File: config.mk
export PLATFORM = sky130hd
export DESIGN_NAME = imm_ext_arbiter
export DESIGN_NICKNAME = d
export VERILOG_FILES = /design/src/rtl/imm_ext_arbiter.sv
export SDC_FILE = /design/constraint.sdc
export NUM_CORES = 1
export LEC_CHECK = 0
export ABC_AREA = 1
export CAP_MARGIN = 20
export CORE_UTILIZATION = 34
export DETAILED_ROUTE_END_ITERATION = 10
export HOLD_SLACK_MARGIN = 0.08
export PLACE_DENSITY = 0.75
export REMOVE_ABC_BUFFERS = 1
export SETUP_SLACK_MARGIN = 0.02
export SLEW_MARGIN = 20
export SYNTH_ARGS = -nofsm -noshare
export SYNTH_HDL_FRONTEND = slang
export SYNTH_SLANG_ARGS = --single-unit
File: constraint.sdc
create_clock -name clk -period 1.1 [get_ports clk]
set_input_delay 0.275 -clock clk [delete_from_list [all_inputs] [get_ports clk]]
set_output_delay 0.275 -clock clk [all_outputs]
set_load 0.01 [all_outputs]
File: src/rtl/imm_ext_arbiter.sv
// rtl/imm_ext_arbiter.sv - two-port arbiter sharing one immediate-extension unit (optional macro: IMM_ARB_FIXED_PRIO_EN)
module imm_ext_arbiter #(
    parameter int STARVE_LIMIT = 4
) (
    input  logic        clk,
    input  logic        rst_n,
    input  logic        req0_valid,
    input  logic [10:0] req0_in,
    input  logic [1:0]  req0_mode,
    input  logic [2:0]  req0_tag,
    output logic        req0_ready,
    input  logic        req1_valid,
    input  logic [10:0] req1_in,
    input  logic [1:0]  req1_mode,
    input  logic [2:0]  req1_tag,
    output logic        req1_ready,
    output logic        out_valid,
    output logic [15:0] out_data,
    output logic        out_id,
    output logic [2:0]  out_tag,
    input  logic        out_ready
);

    // Copy the bits below the selected width, replicate the extend bit above it.
    function automatic logic [15:0] extend(input logic [10:0] imm, input logic [1:0] mode);
        logic [15:0] r;
        case (mode)
            2'b00:   r = {11'b0, imm[4:0]};
            2'b01:   r = {{11{imm[4]}}, imm[4:0]};
            2'b10:   r = {{8{imm[7]}}, imm[7:0]};
            default: r = {{5{imm[10]}}, imm[10:0]};
        endcase
        return r;
    endfunction

    logic load_en;
    logic grant0;
    logic grant1;
    logic xfer0;
    logic xfer1;

    assign load_en = ~out_valid | out_ready;

`ifdef IMM_ARB_FIXED_PRIO_EN
    localparam int CW = $clog2(STARVE_LIMIT + 1);

    logic [CW-1:0] starve_cnt;
    logic          starved;

    // Port 0 normally wins; port 1 is forced through once it has waited STARVE_LIMIT grants.
    assign starved = (starve_cnt == CW'(STARVE_LIMIT));
    assign grant1  = req1_valid & (~req0_valid | starved);

    // Count port-0 wins while port 1 waits; clear when port 1 is served or idle.
    always_ff @(posedge clk) begin
        if (!rst_n) begin
            starve_cnt <= '0;
        end else if (!req1_valid || xfer1) begin
            starve_cnt <= '0;
        end else if (xfer0 && !starved) begin
            starve_cnt <= starve_cnt + CW'(1);
        end
    end
`else
    logic last_grant;

    // On a tie the port that was not served last wins.
    assign grant1 = req1_valid & (~req0_valid | ~last_grant);

    // Remember the most recent transfer; blocked grants do not count.
    always_ff @(posedge clk) begin
        if (!rst_n) begin
            last_grant <= 1'b1;
        end else if (xfer0) begin
            last_grant <= 1'b0;
        end else if (xfer1) begin
            last_grant <= 1'b1;
        end
    end
`endif

    assign grant0     = req0_valid & ~grant1;
    assign req0_ready = grant0 & load_en & rst_n;
    assign req1_ready = grant1 & load_en & rst_n;
    assign xfer0      = req0_valid & req0_ready;
    assign xfer1      = req1_valid & req1_ready;

    // Result register: load on transfer, empty on drain without refill, otherwise hold.
    always_ff @(posedge clk) begin
        if (!rst_n) begin
            out_valid <= 1'b0;
            out_data  <= 16'h0000;
            out_id    <= 1'b0;
            out_tag   <= 3'd0;
        end else if (xfer0) begin
            out_valid <= 1'b1;
            out_data  <= extend(req0_in, req0_mode);
            out_id    <= 1'b0;
            out_tag   <= req0_tag;
        end else if (xfer1) begin
            out_valid <= 1'b1;
            out_data  <= extend(req1_in, req1_mode);
            out_id    <= 1'b1;
            out_tag   <= req1_tag;
        end else if (out_ready) begin
            out_valid <= 1'b0;
        end
    end

endmodule
* Word level (Yosys, flattened, before mapping)
Index checks and enable logic that the tools add are counted.
** Operators by class
- $add $sub $neg :: 0
- Shift-type cells :: 0
- Bitwise logic cells :: 15
- Order comparisons :: 0
- Reductions and logical operators :: 5
- Multiply operators :: 0
- Multiplexer cells :: 11
- Divide/modulo/power cells :: 0
- Eq/ne operators :: 4
** Operators with widths (number)
- $pmux 16 s3 :: 2
- $mux 16 :: 2
- $and 1x1->1 :: 8
- $mux 3 :: 2
- $mux 1 :: 5
- $not 1->1 :: 5
- $eq 2x1->1 const B :: 2
- $eq 2x2->1 const B :: 2
- $logic_not 2->1 :: 2
- $reduce_bool 3->1 :: 1
- $or 1x1->1 :: 2
- $reduce_bool 2->1 :: 1
- $reduce_or 2->1 :: 1
** Storage, ports and cells
- Logic and storage cells :: 40
- Input port bits :: 37
- Memory bits (writable) :: 0
- Latch bits :: 0
- Bits in read-only memories :: 0
- Register bits after elaboration :: 22
- Memories kept :: 0
- Output and inout port bits :: 23

* Logic depth before layout (Yosys ltp)
- Word-level depth :: 9
- Mapped depth :: 9
- Depth with buffers taken out :: 8

* Worst setup path before layout
No wires, ideal clock.
- Kind :: flip-flop to flip-flop
- Start :: register out_valid
- End :: register out_data[0]
- Setup slack :: -0.094 ns
- Clock period less this slack :: 1.194 ns
- Data arrival time :: 1.067 ns
- Required time :: 0.972 ns
- Cell stages (with the launch flop) :: 8
- Library setup time :: 0.128 ns
- Path through :: dfxtp_1 -> nand2_1 -> nand2_4 -> a21oi_2 -> buf_4 -> nor2_1 -> nor2_1 -> nor2_1
** Between the ends
- Word-level cells in the longest chain between the ends :: 6
- Elaborated cells on any way between the ends :: 10
- Classes of those cells :: mux (1); bitwise (8); reduce/logical (1)
** Ends and longest elaborated chain
- start, declared :: RTL line 17 : output logic out_valid,
- start signal, assigned :: RTL line 91 : out_valid <= 1'b0;
- start signal, assigned :: RTL line 96 : out_valid <= 1'b1;
- start signal, assigned :: RTL line 101 : out_valid <= 1'b1;
- $not 1->1 (*) :: RTL line 42 : assign load_en = ~out_valid | out_ready;
- $or 1x1->1 (*) :: RTL line 42
- $and 1x1->1, on equally long branches (2 in a row) :: RTL line 83, 84
- $and 1x1->1, on equally long branches :: RTL line 85, 86
- $mux 16 / $reduce_bool 2->1 (equally long branches)
- end signal, assigned :: RTL line 97 : out_data <= extend(req0_in, req0_mode);
- end signal, assigned :: RTL line 102 : out_data <= extend(req1_in, req1_mode);
- end, declared :: RTL line 18 : output logic [15:0] out_data,
Mark *: on every way between the ends. The rest lies on a longest branch, timed or not.
A chain may end at the register's enable or synchronous reset.

* Final worst setup path
- Start :: register last_grant
- End :: output req0_ready
** Between the ends
- Word-level cells in the longest chain between the ends :: 7
** Ends and longest elaborated chain
- start, declared :: RTL line 65 : logic last_grant;
- start signal, assigned :: RTL line 73 : last_grant <= 1'b1;
- start signal, assigned :: RTL line 75 : last_grant <= 1'b0;
- start signal, assigned :: RTL line 77 : last_grant <= 1'b1;
- $not 1->1 :: RTL line 68 : assign grant1 = req1_valid & (~req0_valid | ~last_grant);
- $or 1x1->1 :: RTL line 68
- $and 1x1->1 :: RTL line 68
- $not 1->1 :: RTL line 82 : assign grant0 = req0_valid & ~grant1;
- $and 1x1->1 :: RTL line 82
- $and 1x1->1 (2 in a row) :: RTL line 83 : assign req0_ready = grant0 & load_en & rst_n;
- end, declared :: RTL line 11 : output logic req0_ready,
No other way between the ends.

==> metrics.md <==
| Metric | Value |
|---|---|
| TritonCTS buffer count | 3 |
| TritonCTS clock tree | yes |
| Unrepaired setup endpoints after global routing | true |
| Number of cell rows | 19 |
| Tot GR Track Use | 17.5% |
| Failing checks | design-rule violations, negative setup slack |
| Final worst path period share | 120% |
| Tmin final | 1320 ps |
| Starting DRT DRC Count | 18 |
| HP Class | flop to flop |
| Peak supply drop | 547 uV |
| Final Wtd Congestion | 0.738 |
| Number of vias per cell | 4.40 |
| Power per Cell Area | 875 mW/mm2 |
| Clock Sinks | 17 |
| Wire length of the first global-routing pass | 4.61 mm |
| Clk_skew | about 8.8 ps |
| Clk slew on worst S/H paths | 100 ps |
| Residual DRC | 4 |
| Root buffer cell | clkbuf_4 |
| Clk buf depth | 2 |
| Max-slew violations | 0 |
| Netlist cell types | 20 |
| Number of global-route vias before repair | 1110 |
| First-pass iteration count of the detailed router | 7 |
| Worst EP arrival | roughly 1000 ps |
| CP Max Fanout | 3 |
| Multi-input logic area | between 600 and 700 um2 |
| Worst slew pin tran | 216 ps |
| Worst EP required | 820 ps |
| Post-synthesis sequential area ratio | 32.0% |
| Layout cells sized above 1 | 31.4% |
| Post-route setup slack | -218 ps |
| DR WL/cell | 9.78 um |
| Synth Area in Simple Gates | roughly 50% |
| Remaining Overflow, GRT | 0 |
| Antenna Diode Count | 0 |
| Cells on worst reg2reg path | 8 |
| Adder-Cell Fraction of Synth Area | 0% |
| P&R area growth vs syn | 71.9% |
| Sequential cell area | 363 um2 |
| Final setup vio count | 21 |
| Crit path kind | flop to output port |
| CP startpoint kind | flop |
| Antenna-violating nets left | 0 |
| Initial antenna violation count | 0 |
| Met2 GRT Util | between 30 and 40% |
| Synth Cell Area | 0.00106 mm2 |
| Leak pwr | 0.000969 uW |
| Largest family of logic cells by synthesized area | simple AND/OR/NAND/NOR gates |
| Post-layout util | 64.2% |
| Horiz. Die Dim | 58.0 um |
| Fill cells | 282 |
| Multiplexer share of the synthesized area | 0% |
| Syn_area_per_cell | 5.95 um2 |
| Fin cells | 286 |
| Synthesis-stage register bit count | 17 |
| Die Span Y | roughly 58 um |
| Largest net degree at the start of global routing | 17 |
| Final hold violation count | 0 |
| Clock Latency Late Sink | around 280 ps |
| Met3 Track Usage GR | 4.91% |
| Ports | 60 |
| Final net count | approximately 290 |
| GR Util met1 | about a fifth |
| Top Usage Layer GRT | met2 |
| Compound-gate portion of the synthesized area | 3.53% |
| Worst slew margin | between 80% and 90% |
| Initial core utilization | 37.3% |
| Post-Synth XOR/XNOR Area | 0% |
| Status | complete, but fails checks |
| Synthesized instance count | 179 |
| # port buffers | 59 |
| CORE AREA | 0.00285 mm2 |
| Max H-tree Level | 1 |
| Max Cap Viol | 0 |
| Max Fclk | 0.759 GHz |
| Placed insts | 279 |
| Detailed-placement wirelength estimate | 2.11 mm |
| Die Area | 0.00336 mm2 |
| Yosys warning total | 0 |
| Critical Path Sink Type | output port |
| WL final | ~2.8 mm |
| Worst Hold Depth | 2 |
| Routed via count | 1259 |
final timing paths:
| check | startpoint | end | slack [ps] |
|---|---|---|---|
| max reg2reg | out_valid | out_data[2] | -130 |
| min reg2reg | out_id | out_id | 460 |
| min | out_id | out_id | 460 |
| max | last_grant | req0_ready | -220 |
placed cells by master (no fill, tap or decap):
cell type / count
a31oi_1: 1
nand2_8: 1
o21ai_1: 1
buf_6: 14
or2_2: 1
clkinv_2: 1
clkbuf_1: 1
buf_2: 14
dfxtp_2: 15
a21oi_1: 1
dfxtp_1: 1
nand3_1: 14
a21oi_4: 1
nor2_4: 1
nor2_8: 1
nand2_4: 3
a21oi_2: 1
dfxtp_4: 1
clkbuf_4: 3
inv_2: 3
nand2_2: 2
inv_1: 18
o211ai_1: 1
nor2_1: 37
clkdlybuf4s50_1: 31
nand2_1: 64
buf_4: 18
dlygate4sd2_1: 5
critical path: stages, from the launching register on:
cell and delay (ps):
dfxtp_2 350, nand2_2 60, nand2_4 90, nand2_4 70, nor2_8 80, buf_6 100
what timing repair did:
item                                    CTS  global route
buffers inserted                          3             0
endpoints found under the setup margin   40            25
gates resized for setup                 132             4
pin swaps                                 4             8
hold buffers                              0             0
sequential cells by signal, indices dropped and copies added (netlist names):
name	flops
out_data	11
out_tag	3
last_grant	1
out_id	1
out_valid	1
routing by layer:
layer | vias to the layer above | wire length [um]
met3 | 2 | 245
li1 | 683 | -
met1 | 527 | 1240
met5 | - | 0
met2 | 47 | 1280
met4 | 0 | 27
where the power goes:
group	switching [uW]	total, uW	internal (uW)
combinational	259	583	325
clock	188	329	141
sequential	25.9	689	663
total	473	1600	1130
final cells by class:
type,instances,share of cell area [%]
clock buffer,4,1.44
inverter,22,4.58
sequential,17,19.8
multi-input combinational,130,32.9
tap,31,2.12
timing repair buffer,82,39.2
cells by family (layout without fill, tap and decap cells):
family          Yosys count  count (layout)
simple gates            124             124
buf+inv                  32             108
flops                    17              17
compound gates            6               6
synthesized netlist by cell type, drive strengths merged:
| master | number | area, um2 |
|---|---|---|
| clkinv | 1 | 3.75 |
| nor2 | 39 | 170 |
| o211ai | 1 | 7.51 |
| nand3 | 14 | 70.1 |
| o21ai | 1 | 5.00 |
| a31oi | 1 | 6.26 |
| buf | 8 | 67.6 |
| a21oi | 3 | 18.8 |
| clkbuf | 2 | 7.51 |
| inv | 21 | 78.8 |
| or2 | 1 | 6.26 |
| dfxtp | 17 | 340 |
| nand2 | 70 | 283 |
stage by stage:
stage	setup TNS [ps]	total power, uW	area [um2]	hold WS [ps]	setup WS [ps]
final	-2290	1600	1830	464	-218
after floorplan	-1560	909	990	373	-131
after detailed placement	-13370	1260	1770	455	-866
after CTS	-2320	1600	1810	468	-226
after global placement	-13020	1260	1770	453	-863
after global routing	-3600	1710	1830	515	-271
Power figures use the tool's default switching activity.
